[config.mk]
export PLATFORM = sky130hd
export DESIGN_NAME = gray_sequencer
export DESIGN_NICKNAME = d
export VERILOG_FILES = /design/src/rtl/gray_pkg.sv /design/src/rtl/gray_sequencer.sv
export SDC_FILE = /design/constraint.sdc
export NUM_CORES = 1
export LEC_CHECK = 0
export CORE_MARGIN = 8
export CORE_UTILIZATION = 40
export DETAILED_ROUTE_END_ITERATION = 8
export RECOVER_POWER = 25
export SYNTH_ARGS = -nofsm -noshare
export SYNTH_HDL_FRONTEND = slang
export SYNTH_SLANG_ARGS = --single-unit
[constraint.sdc]
create_clock -name i_clk -period 4.2 [get_ports i_clk]
set_input_delay 0.84 -clock i_clk [delete_from_list [all_inputs] [get_ports i_clk]]
set_output_delay 0.84 -clock i_clk [all_outputs]
set_load 0.005 [all_outputs]
[src/rtl/gray_pkg.sv]
// Shared types and helpers for the Gray-code run-control sequencer.
package gray_pkg;

  // FSM states; the encoding is visible on o_state.
  typedef enum logic [1:0] {
    IDLE   = 2'd0,
    RUN    = 2'd1,
    PAUSED = 2'd2,
    DONE   = 2'd3
  } state_e;

  // Count direction as latched on start-load.
  localparam logic DIR_UP   = 1'b0;
  localparam logic DIR_DOWN = 1'b1;

  // Widest count the helper below handles; callers zero-extend and truncate.
  localparam int GRAY_MAX_W = 32;

  // Binary to reflected Gray code.
  function automatic logic [GRAY_MAX_W-1:0] bin2gray(input logic [GRAY_MAX_W-1:0] b);
    return b ^ (b >> 1);
  endfunction

endpackage

[src/rtl/gray_sequencer.sv]
// Run-control FSM and up/down counter with registered binary and Gray outputs.
module gray_sequencer
  import gray_pkg::*;
#(
  parameter int WIDTH = 4
) (
  input  logic             i_clk,
  input  logic             i_rst,
  input  logic             i_tick,
  input  logic             i_start,
  input  logic             i_stop,
  input  logic             i_pause,
  input  logic             i_dir,
  input  logic             i_wrap,
  input  logic [WIDTH-1:0] i_limit,
  output logic [WIDTH-1:0] o_bin,
  output logic [WIDTH-1:0] o_gray,
  output logic             o_running,
  output logic             o_done,
  output logic [1:0]       o_state
);

  state_e           state_q, state_d;
  logic [WIDTH-1:0] count_q, count_d;
  logic [WIDTH-1:0] gray_q, gray_d;
  logic [WIDTH-1:0] limit_q, limit_d;
  logic             dir_q, dir_d;
  logic             wrap_q, wrap_d;
  logic             done_q, done_d;
  logic             running_q, running_d;

  logic [WIDTH-1:0] start_val;
  logic [WIDTH-1:0] end_val;

  // Start and end values of a pass follow from the latched direction.
  always_comb begin
    start_val = (dir_q == DIR_DOWN) ? limit_q : '0;
    end_val   = (dir_q == DIR_DOWN) ? '0 : limit_q;
  end

  // Next-state, next-count and output decode; priority stop > start > pause > tick.
  always_comb begin
    // NOTE: every signal gets a default here so no path through the case leaves it unassigned (which would infer a latch).
    state_d = state_q;
    count_d = count_q;
    limit_d = limit_q;
    dir_d   = dir_q;
    wrap_d  = wrap_q;
    done_d  = 1'b0;

    unique case (state_q)
      IDLE: begin
        count_d = '0;
        if (i_start) begin
          dir_d   = i_dir;
          wrap_d  = i_wrap;
          limit_d = i_limit;
          count_d = (i_dir == DIR_DOWN) ? i_limit : '0;
          state_d = RUN;
        end
      end

      RUN: begin
        // A start while running is a no-op and does not mask pause or tick.
        if (i_stop) begin
          state_d = IDLE;
          count_d = '0;
        end else if (i_pause) begin
          state_d = PAUSED;
        end else if (i_tick) begin
          if (count_q == end_val) begin
            done_d = 1'b1;
            if (wrap_q) count_d = start_val;
            else        state_d = DONE;
          end else if (dir_q == DIR_DOWN) begin
            count_d = count_q - WIDTH'(1);
          end else begin
            count_d = count_q + WIDTH'(1);
          end
        end
      end

      PAUSED: begin
        if (i_stop) begin
          state_d = IDLE;
          count_d = '0;
        end else if (i_start) begin
          state_d = RUN;
        end
      end

      DONE: begin
        if (i_stop) begin
          state_d = IDLE;
          count_d = '0;
        end else if (i_start) begin
          dir_d   = i_dir;
          wrap_d  = i_wrap;
          limit_d = i_limit;
          count_d = (i_dir == DIR_DOWN) ? i_limit : '0;
          state_d = RUN;
        end
      end

      default: begin
        state_d = IDLE;
        count_d = '0;
      end
    endcase

    // Gray and running are derived from next values so they register alongside.
    gray_d    = WIDTH'(bin2gray(GRAY_MAX_W'(count_d)));
    running_d = (state_d == RUN);
  end

  // State, count, latched config and registered outputs.
  always_ff @(posedge i_clk) begin
    // NOTE: sequential state uses non-blocking assignments so every flop samples pre-edge values.
    if (i_rst) begin
      state_q   <= IDLE;
      count_q   <= '0;
      gray_q    <= '0;
      limit_q   <= '0;
      dir_q     <= 1'b0;
      wrap_q    <= 1'b0;
      done_q    <= 1'b0;
      running_q <= 1'b0;
    end else begin
      state_q   <= state_d;
      count_q   <= count_d;
      gray_q    <= gray_d;
      limit_q   <= limit_d;
      dir_q     <= dir_d;
      wrap_q    <= wrap_d;
      done_q    <= done_d;
      running_q <= running_d;
    end
  end

  assign o_bin     = count_q;
  assign o_gray    = gray_q;
  assign o_running = running_q;
  assign o_done    = done_q;
  assign o_state   = state_q;

endmodule
### Word level (Yosys, flattened, before mapping)

Index checks and enable logic that the tools add are counted.
Widths: inputs -> output; s select.

* input port bits: 12
* register bits after elaboration: 18

* add/sub/neg operators: 2
* equal/unequal tests: 6
* bitwise gates (word level): 3
* mux-type cells: 32
* reductions and logical operators: 5

Operators by type and width (number)
* $mux 4: 15
* $pmux 4 s4: 1
* $mux 2: 7
* $pmux 4 s2: 1
* $pmux 2 s3: 1
* $mux 1: 5
* $reduce_or 5->1: 1
* $add 4x1->4 const B: 1
* $eq 2x1->1 const B: 2
* $eq 2x2->1 const B: 2
* $eq 4x4->1: 1
* $pmux 1 s2: 2
* $sub 4x1->4 const B: 1
* $xor 4x3->4: 1
* $logic_not 2->1: 1
* $ne 2x2->1 const B: 1
* $not 1->1: 2
* $reduce_and 2->1: 1
* $reduce_bool 2->1: 1
* $reduce_or 2->1: 1

### Depth between registers and ports, before layout

* depth in word-level cells: 8
* gate-level depth with buffers: 8

### Least setup slack after synthesis

OpenSTA, ideal clock, no wires.

* kind: input-to-reg
* from: input i_stop
* to: register gray_q[1] (netlist: o_gray[1])
* setup slack: 1.982 ns
* required time: 4.086 ns
* stages: 5
* setup time: 0.114 ns
* buffers on the path: 0
* arrival: 2.104 ns
* path through: or3b_2 > or4_4 > o211ai_2 > xor2_1 > nor2_1

* word-level cells in the longest chain between the ends: 3
* elaborated cells on any way between the ends: 5
* classes of those cells: mux (4); bitwise (1)

Ends and longest elaborated chain
* start: declaration: RTL line gray_sequencer.sv:11 `input logic i_stop,`
* $mux 4, on equally long branches: RTL line gray_sequencer.sv:93, gray_sequencer.sv:84, gray_sequencer.sv:65
* $pmux 4 s4 *: RTL line gray_sequencer.sv:51 `unique case (state_q)`
* $xor 4x3->4 *: RTL line gray_pkg.sv:21 `return b ^ (b >> 1);`
* end signal: assignment: RTL line gray_sequencer.sv:131 `gray_q <= gray_d;`
* end: declaration: RTL line gray_sequencer.sv:25 `logic [WIDTH-1:0] gray_q, gray_d;`

Mark *: on every way between the ends. The rest lies on a longest branch, timed or not.
A chain may end at the register's enable or synchronous reset.

### Worst setup path after layout

* from: input i_stop
* to: register gray_q[0] (netlist: o_gray[0])

The elaborated chain is that of the path after synthesis.

==> impl_metrics.env <==
export IMPL_dr_pass1_iters=4
export IMPL_io_pins=24
export IMPL_hold_path_class="reg -> reg"
export IMPL_crit_path_top_delay_cell="dlygate4sd3_1"
export IMPL_min_to="limit_q[0]"
export IMPL_setup_violations=0
export IMPL_cp_data_required_time_ns=4.38
export IMPL_finalCriticalPeriod_ns=2.77
export IMPL_die_area_mm2=0.00494
export IMPL_numClockSinks=17
export IMPL_drt_iter0_markers=61
export IMPL_cp_start_kind="input port"
export IMPL_antenna_cells=0
export IMPL_r2r_start="dir_q"
export IMPL_netlist_area_mm2=0.00118
export IMPL_r2r_setup_slack_ns=1.87
export IMPL_drc=0
export IMPL_ctsHtreeMaxLevel=1
export IMPL_grt_pass1_wl_mm=5.18
export IMPL_synth_cell_types=47
export IMPL_io_buffers=23
export IMPL_cts_resized=0
export IMPL_yosys_warnings=0
export IMPL_r2r_cells=8
export IMPL_clock_power_share_pct=23.4
export IMPL_grt_usage_pct=12.5
export IMPL_fmax_ghz=0.362
export IMPL_peakVddDrop_uv=174
export IMPL_syn_to_final_growth_pct=21.6
export IMPL_drv_cap=0
export IMPL_fillers=292
export IMPL_antenna_found_initial=0
export IMPL_core_mm2=0.00278
export IMPL_maxSlewHeadroom_pct=53.1
export IMPL_clock_latency_ns=0.29
export IMPL_hp_start="limit_q[0]"
export IMPL_drive_gt1_share_pct=7.14
export IMPL_status="complete, no violations"
export IMPL_wl_per_cell_um=15.8
export IMPL_tightest_slew_ns=0.699
export IMPL_hold_viol=0
export IMPL_cts_tree="yes"
export IMPL_use_met3_pct=3.81
export IMPL_top_usage_layer="met2"
export IMPL_grt_met1_usage_pct=14.7
export IMPL_dp_cells=195
export IMPL_register_area_um2=340
export IMPL_skew_ns=0.00595
export IMPL_syn_avg_cell_area_um2=7.90
export IMPL_grt_overflow_total=0
export IMPL_die_height_um=70.3
export IMPL_grt_pass1_vias=1091
export IMPL_power_internal_uw=263
export IMPL_cts_hold_fix_buffers=0
export IMPL_path_clk_slew_ns=0.11
export IMPL_post_cts_buffers=0
export IMPL_min_path_cells=2
export IMPL_use_met2_pct=20.9
export IMPL_slowest_delay_ns=0.65
export IMPL_rows=19
export IMPL_synth_seq_cells=17
export IMPL_r2r_end="o_gray[2]"
export IMPL_numCtsBuffers=3
export IMPL_antenna_left=0
export IMPL_finalCritPeriodShare_pct=65.8
export IMPL_power_frac_comb_pct=27.9
export IMPL_crit_arrival_ns=2.94
export IMPL_synthCells=149
export IMPL_place_gp_congestion=0.918
export IMPL_critPathMaxFanout=9
export IMPL_clock_path_buffers=2
export IMPL_synthArstFlopShare_pct=0
export IMPL_synth_nets=164
export IMPL_startpoint="i_stop"
export IMPL_grt_max_degree=17
export IMPL_start_util_pct=42.3
export IMPL_slew_viol_final=0
export IMPL_multi_input_area_um2=783
export IMPL_via_count=1162
export IMPL_tns_ns=0
export IMPL_synth_edf_count=0
export IMPL_die_x_um=70.3
export IMPL_hpwl_mm=2.36
export IMPL_final_cells=199
export IMPL_critical_path_class="in -> reg"
export IMPL_clockRootBuffer="clkbuf_4"
export IMPL_net_switching_power_uw=127
export IMPL_swShare_pct=32.6
export IMPL_synth_seq_area_share_pct=28.9
export IMPL_p_per_area_mw_per_mm2=273
export IMPL_wl_mm=3.14
export IMPL_leakage_uw=0.000554
export IMPL_viasPerCell=5.84
export IMPL_critical_path_cell_chain="dlygate4sd3_1, or3b_2, nor2_1, o21ai_0, a32oi_1, o21ai_0, xnor2_1, nor2_1"
export IMPL_power_frac_seq_pct=48.7
export IMPL_nNetsFinal=184
export IMPL_grt_setup_unrepaired="no"
export IMPL_cp_end_kind="flip-flop"
export IMPL_synthFlopType="dfxtp_1"
[cells in the mapped netlist (3+ instances only)]
cell type / count / area (um^2)
nor2_1: 26 / 97.6
dfxtp_1: 17 / 340
nand2_1: 10 / 37.5
mux2i_1: 8 / 80.1
a21oi_1: 7 / 35.0
nand3_1: 7 / 35.0
o21ai_0: 7 / 35.0
clkbuf_1: 5 / 18.8
nor2b_1: 5 / 31.3
nand4_1: 4 / 25.0
inv_1: 3 / 11.3
nand2b_1: 3 / 18.8
xnor2_1: 3 / 26.3
xor2_1: 3 / 26.3
[state kept, by name (all words and copies together), names as in the netlist]
signal / flops
limit_q: 4
o_gray: 4
dir_q: 1
wrap_q: 1
o_done: 1
o_running: 1
o_bin: 3
o_state: 2
[cells by family after synthesis]
group,count (synthesis),share of synthesized area [%]
XOR/XNOR,6,4.46
AND/OR/NAND/NOR,71,31.5
multiplexers,9,8.08
adder cells (fa/ha/maj),3,3.83
buffers and inverters,11,4.57
flip-flops,17,28.9
AO/OA/AOI/OAI,32,18.7
[cells in the final DEF, fill, tap and decap left out, types with 3 or more instances in the layout]
cell and count:
a21oi_1 7, o21ai_0 7, clkdlybuf4s50_1 16, xor2_1 3
nand2b_1 3, dfxtp_1 17, nand4_1 4, nand3_1 7
nor2b_1 5, xnor2_1 3, clkbuf_4 3, inv_1 3
mux2i_1 8, nor2_1 26, nand2_1 10, dlygate4sd3_1 7
[final cells by class]
type / instances / share of cell area [%]
clock buffers: 3 / 1.57
clock inverters: 1 / 0.350
inverters: 3 / 0.787
multi-input cells: 121 / 54.7
flip-flops and latches: 17 / 23.8
well taps: 31 / 2.71
repair buffers: 23 / 16.1
[worst max path at each step]
stage           endpoint  slack [ns]  cells after the start
6_report       o_gray[0]        1.43                      8
3_3_place_gp   o_gray[0]        1.32                      7
4_1_cts        o_gray[0]        1.56                      8
5_1_grt        o_gray[0]        1.33                      8
2_1_floorplan  o_gray[1]        1.98                      5
3_5_place_dp   o_gray[0]        1.24                      8
[through the flow]
stage               setup slack (ns)  power [uW]  util (%)  area, um^2  hold slack [ns]
floorplan                       1.98         259         -        1180            0.526
global placement                1.32         302      50.5        1400            0.565
detailed placement              1.24         304      50.5        1400            0.574
CTS                             1.56         394      51.5        1430            0.589
global route                    1.33         414      51.5        1430            0.632
finish                          1.43         390      51.5        1430            0.585
[worst max-delay path, delay by kind of cell]
kind / cells / cell delay [ns]
AO/OA/AOI/OAI: 3 / 0.54
AND/OR/NAND/NOR: 3 / 0.73
XOR/XNOR: 1 / 0.18
buffers and inverters: 1 / 0.65
[metal layers]
metal  up-vias  share of wire [%]
met5         -                  0
met4         0               0.99
met3         5                6.4
met2        39                 48
met1       535                 44
li1        583                  -
[power groups by stage]
stage	clock [uW]	combinational, uW	sequential [uW]
2_1_floorplan	0	73.3	186
3_3_place_gp	0	108	193
3_5_place_dp	0	110	194
4_1_cts	92.8	111	190
5_1_grt	102	120	192
6_report	91.2	109	190
Note: power is estimated with default switching activity, not from simulation.
==> edit (config.mk and constraints unchanged) <==
The parameter `WIDTH` goes from 4 to 5.
--- a/src/rtl/gray_sequencer.sv
+++ b/src/rtl/gray_sequencer.sv
@@ -3,5 +3,5 @@
   import gray_pkg::*;
 #(
-  parameter int WIDTH = 4
+  parameter int WIDTH = 5
 ) (
   input  logic             i_clk,
Interface: changed (resized i_limit, o_bin and o_gray); port bits go from 24 to 27. The function was not compared with the original's and may differ.
==> edit against the unedited design <==
Worst hold slack lost 26 ps. Sequential cell count grew 3. Total power grew 15%. Wire length grew 10%. Largest power group unchanged. Critical path depth shrank 1. Sequential share of layout area grew 0.90 points. Largest cell class unchanged. Design area grew 13%. Worst setup slack gained 94 ps. Area after synthesis grew 14%. Final cell count grew 13%. Clock skew grew 1.5 ps.
==> edit: results (changes against the unedited design) <==
Compound-Gate Fraction of Synth Area=0.209 (+0.0225); Multi-input gate area=846 um2 (+8.0%); Top delay family on crit path=compound AO/OA/AOI/OAI gates; routing usage on met2=0.196 (-0.0130); Fill cells=326 (+12%); Crit-path slowest cell=nor2b_1; synth cell count leaders=26 x nor2_1, 20 x dfxtp_1, 11 x nand2_1; Syn Nets=175 (+6.7%); met1 wire length=1570 um (+13%); Synth cell types=48 (+2.1%); final non-filler cell total=225 (+13%); flop2flop setup slack=1700 ps (-170 ps); Skew-Pair Late Insertion Delay=310 ps (+20 ps); RD Place Congestion=0.898 (-2.2%); P_leak=0.688 nW (+24%); proportion of synthesized area in mux cells=0.0670 (-0.0137); FMAX=374 MHz (+3.5%); hold endpoint=limit_q[4]; metal3 WL=265 um (+32%); Post-Synth XOR/XNOR Area=0.0652 (+0.0205); Adder-Cell Fraction of Synth Area=0.0428 (+0.00457); Placement Cell Area=1590 um2 (+13%); synth top area cells=dfxtp_1 30%, nor2_1 7.3%, mux2i_1 6.7%; pre-CTS WS=1220 ps (-21.0 ps); Starting DRT DRC Count=102 (+67%); core area=3280 um2 (+18%); Max FO, Critical Path=8 (-1); status=finished clean; vias per cell=5.41 (-7.4%); slew margin rel.=0.527 (-0.00344); hpwl dp=2650 um (+12%); dpl cells=221 (+13%); M3 GR Usage=0.0283 (-0.00983); GR Util met1=0.171 (+0.0248); hold_sp=limit_q[4]; Worst path max stage delay=580 ps (-70 ps); routed wire length=3460 um (+10%); Total GRT Usage=0.130 (+0.00508); Peak VDD IR=131 uV (-25%); first-pass GRT wire length=5610 um (+8.4%); Syn Inst Count=158 (+6.0%); Reg2Reg Depth=10 (+2); Worst EP arrival=2860 ps (-80 ps); worst setup path startpoint=i_tick; # nets final=197 (+7.1%); layout cell share with drive strength beyond 1=0.0726 (+0.00120)
## edit: cell count changes in the layout (fill, tap and decap cells not counted), sizes merged, moves of 3 or more
cell / before / now
o21ai: 8 / 3
inv: 3 / 6
xnor2: 3 / 6
clkdlybuf4s50: 16 / 19
or4: 4 / 0
a21oi: 7 / 10
a41oi: 0 / 3
nand3: 7 / 3
nand2b: 3 / 6
dfxtp: 17 / 20
## edit: report_power, final
group	switching, W	internal, W	total, W	leakage [nW]
combinational	0.0000606	0.0000581	0.000119	0.504
sequential	0.0000152	0.000200	0.000215	0.164
clock	0.0000632	0.0000530	0.000116	0.0210
total	0.000139	0.000311	0.000450	0.688
## edit: layout make-up
| cell class | instances | area share |
|---|---|---|
| clock buffers | 4 | 0.0224 |
| well taps | 46 | 0.0355 |
| flip-flops and latches | 20 | 0.247 |
| repair buffers | 26 | 0.160 |
| multi-input cells | 123 | 0.521 |
| inverters | 6 | 0.0139 |
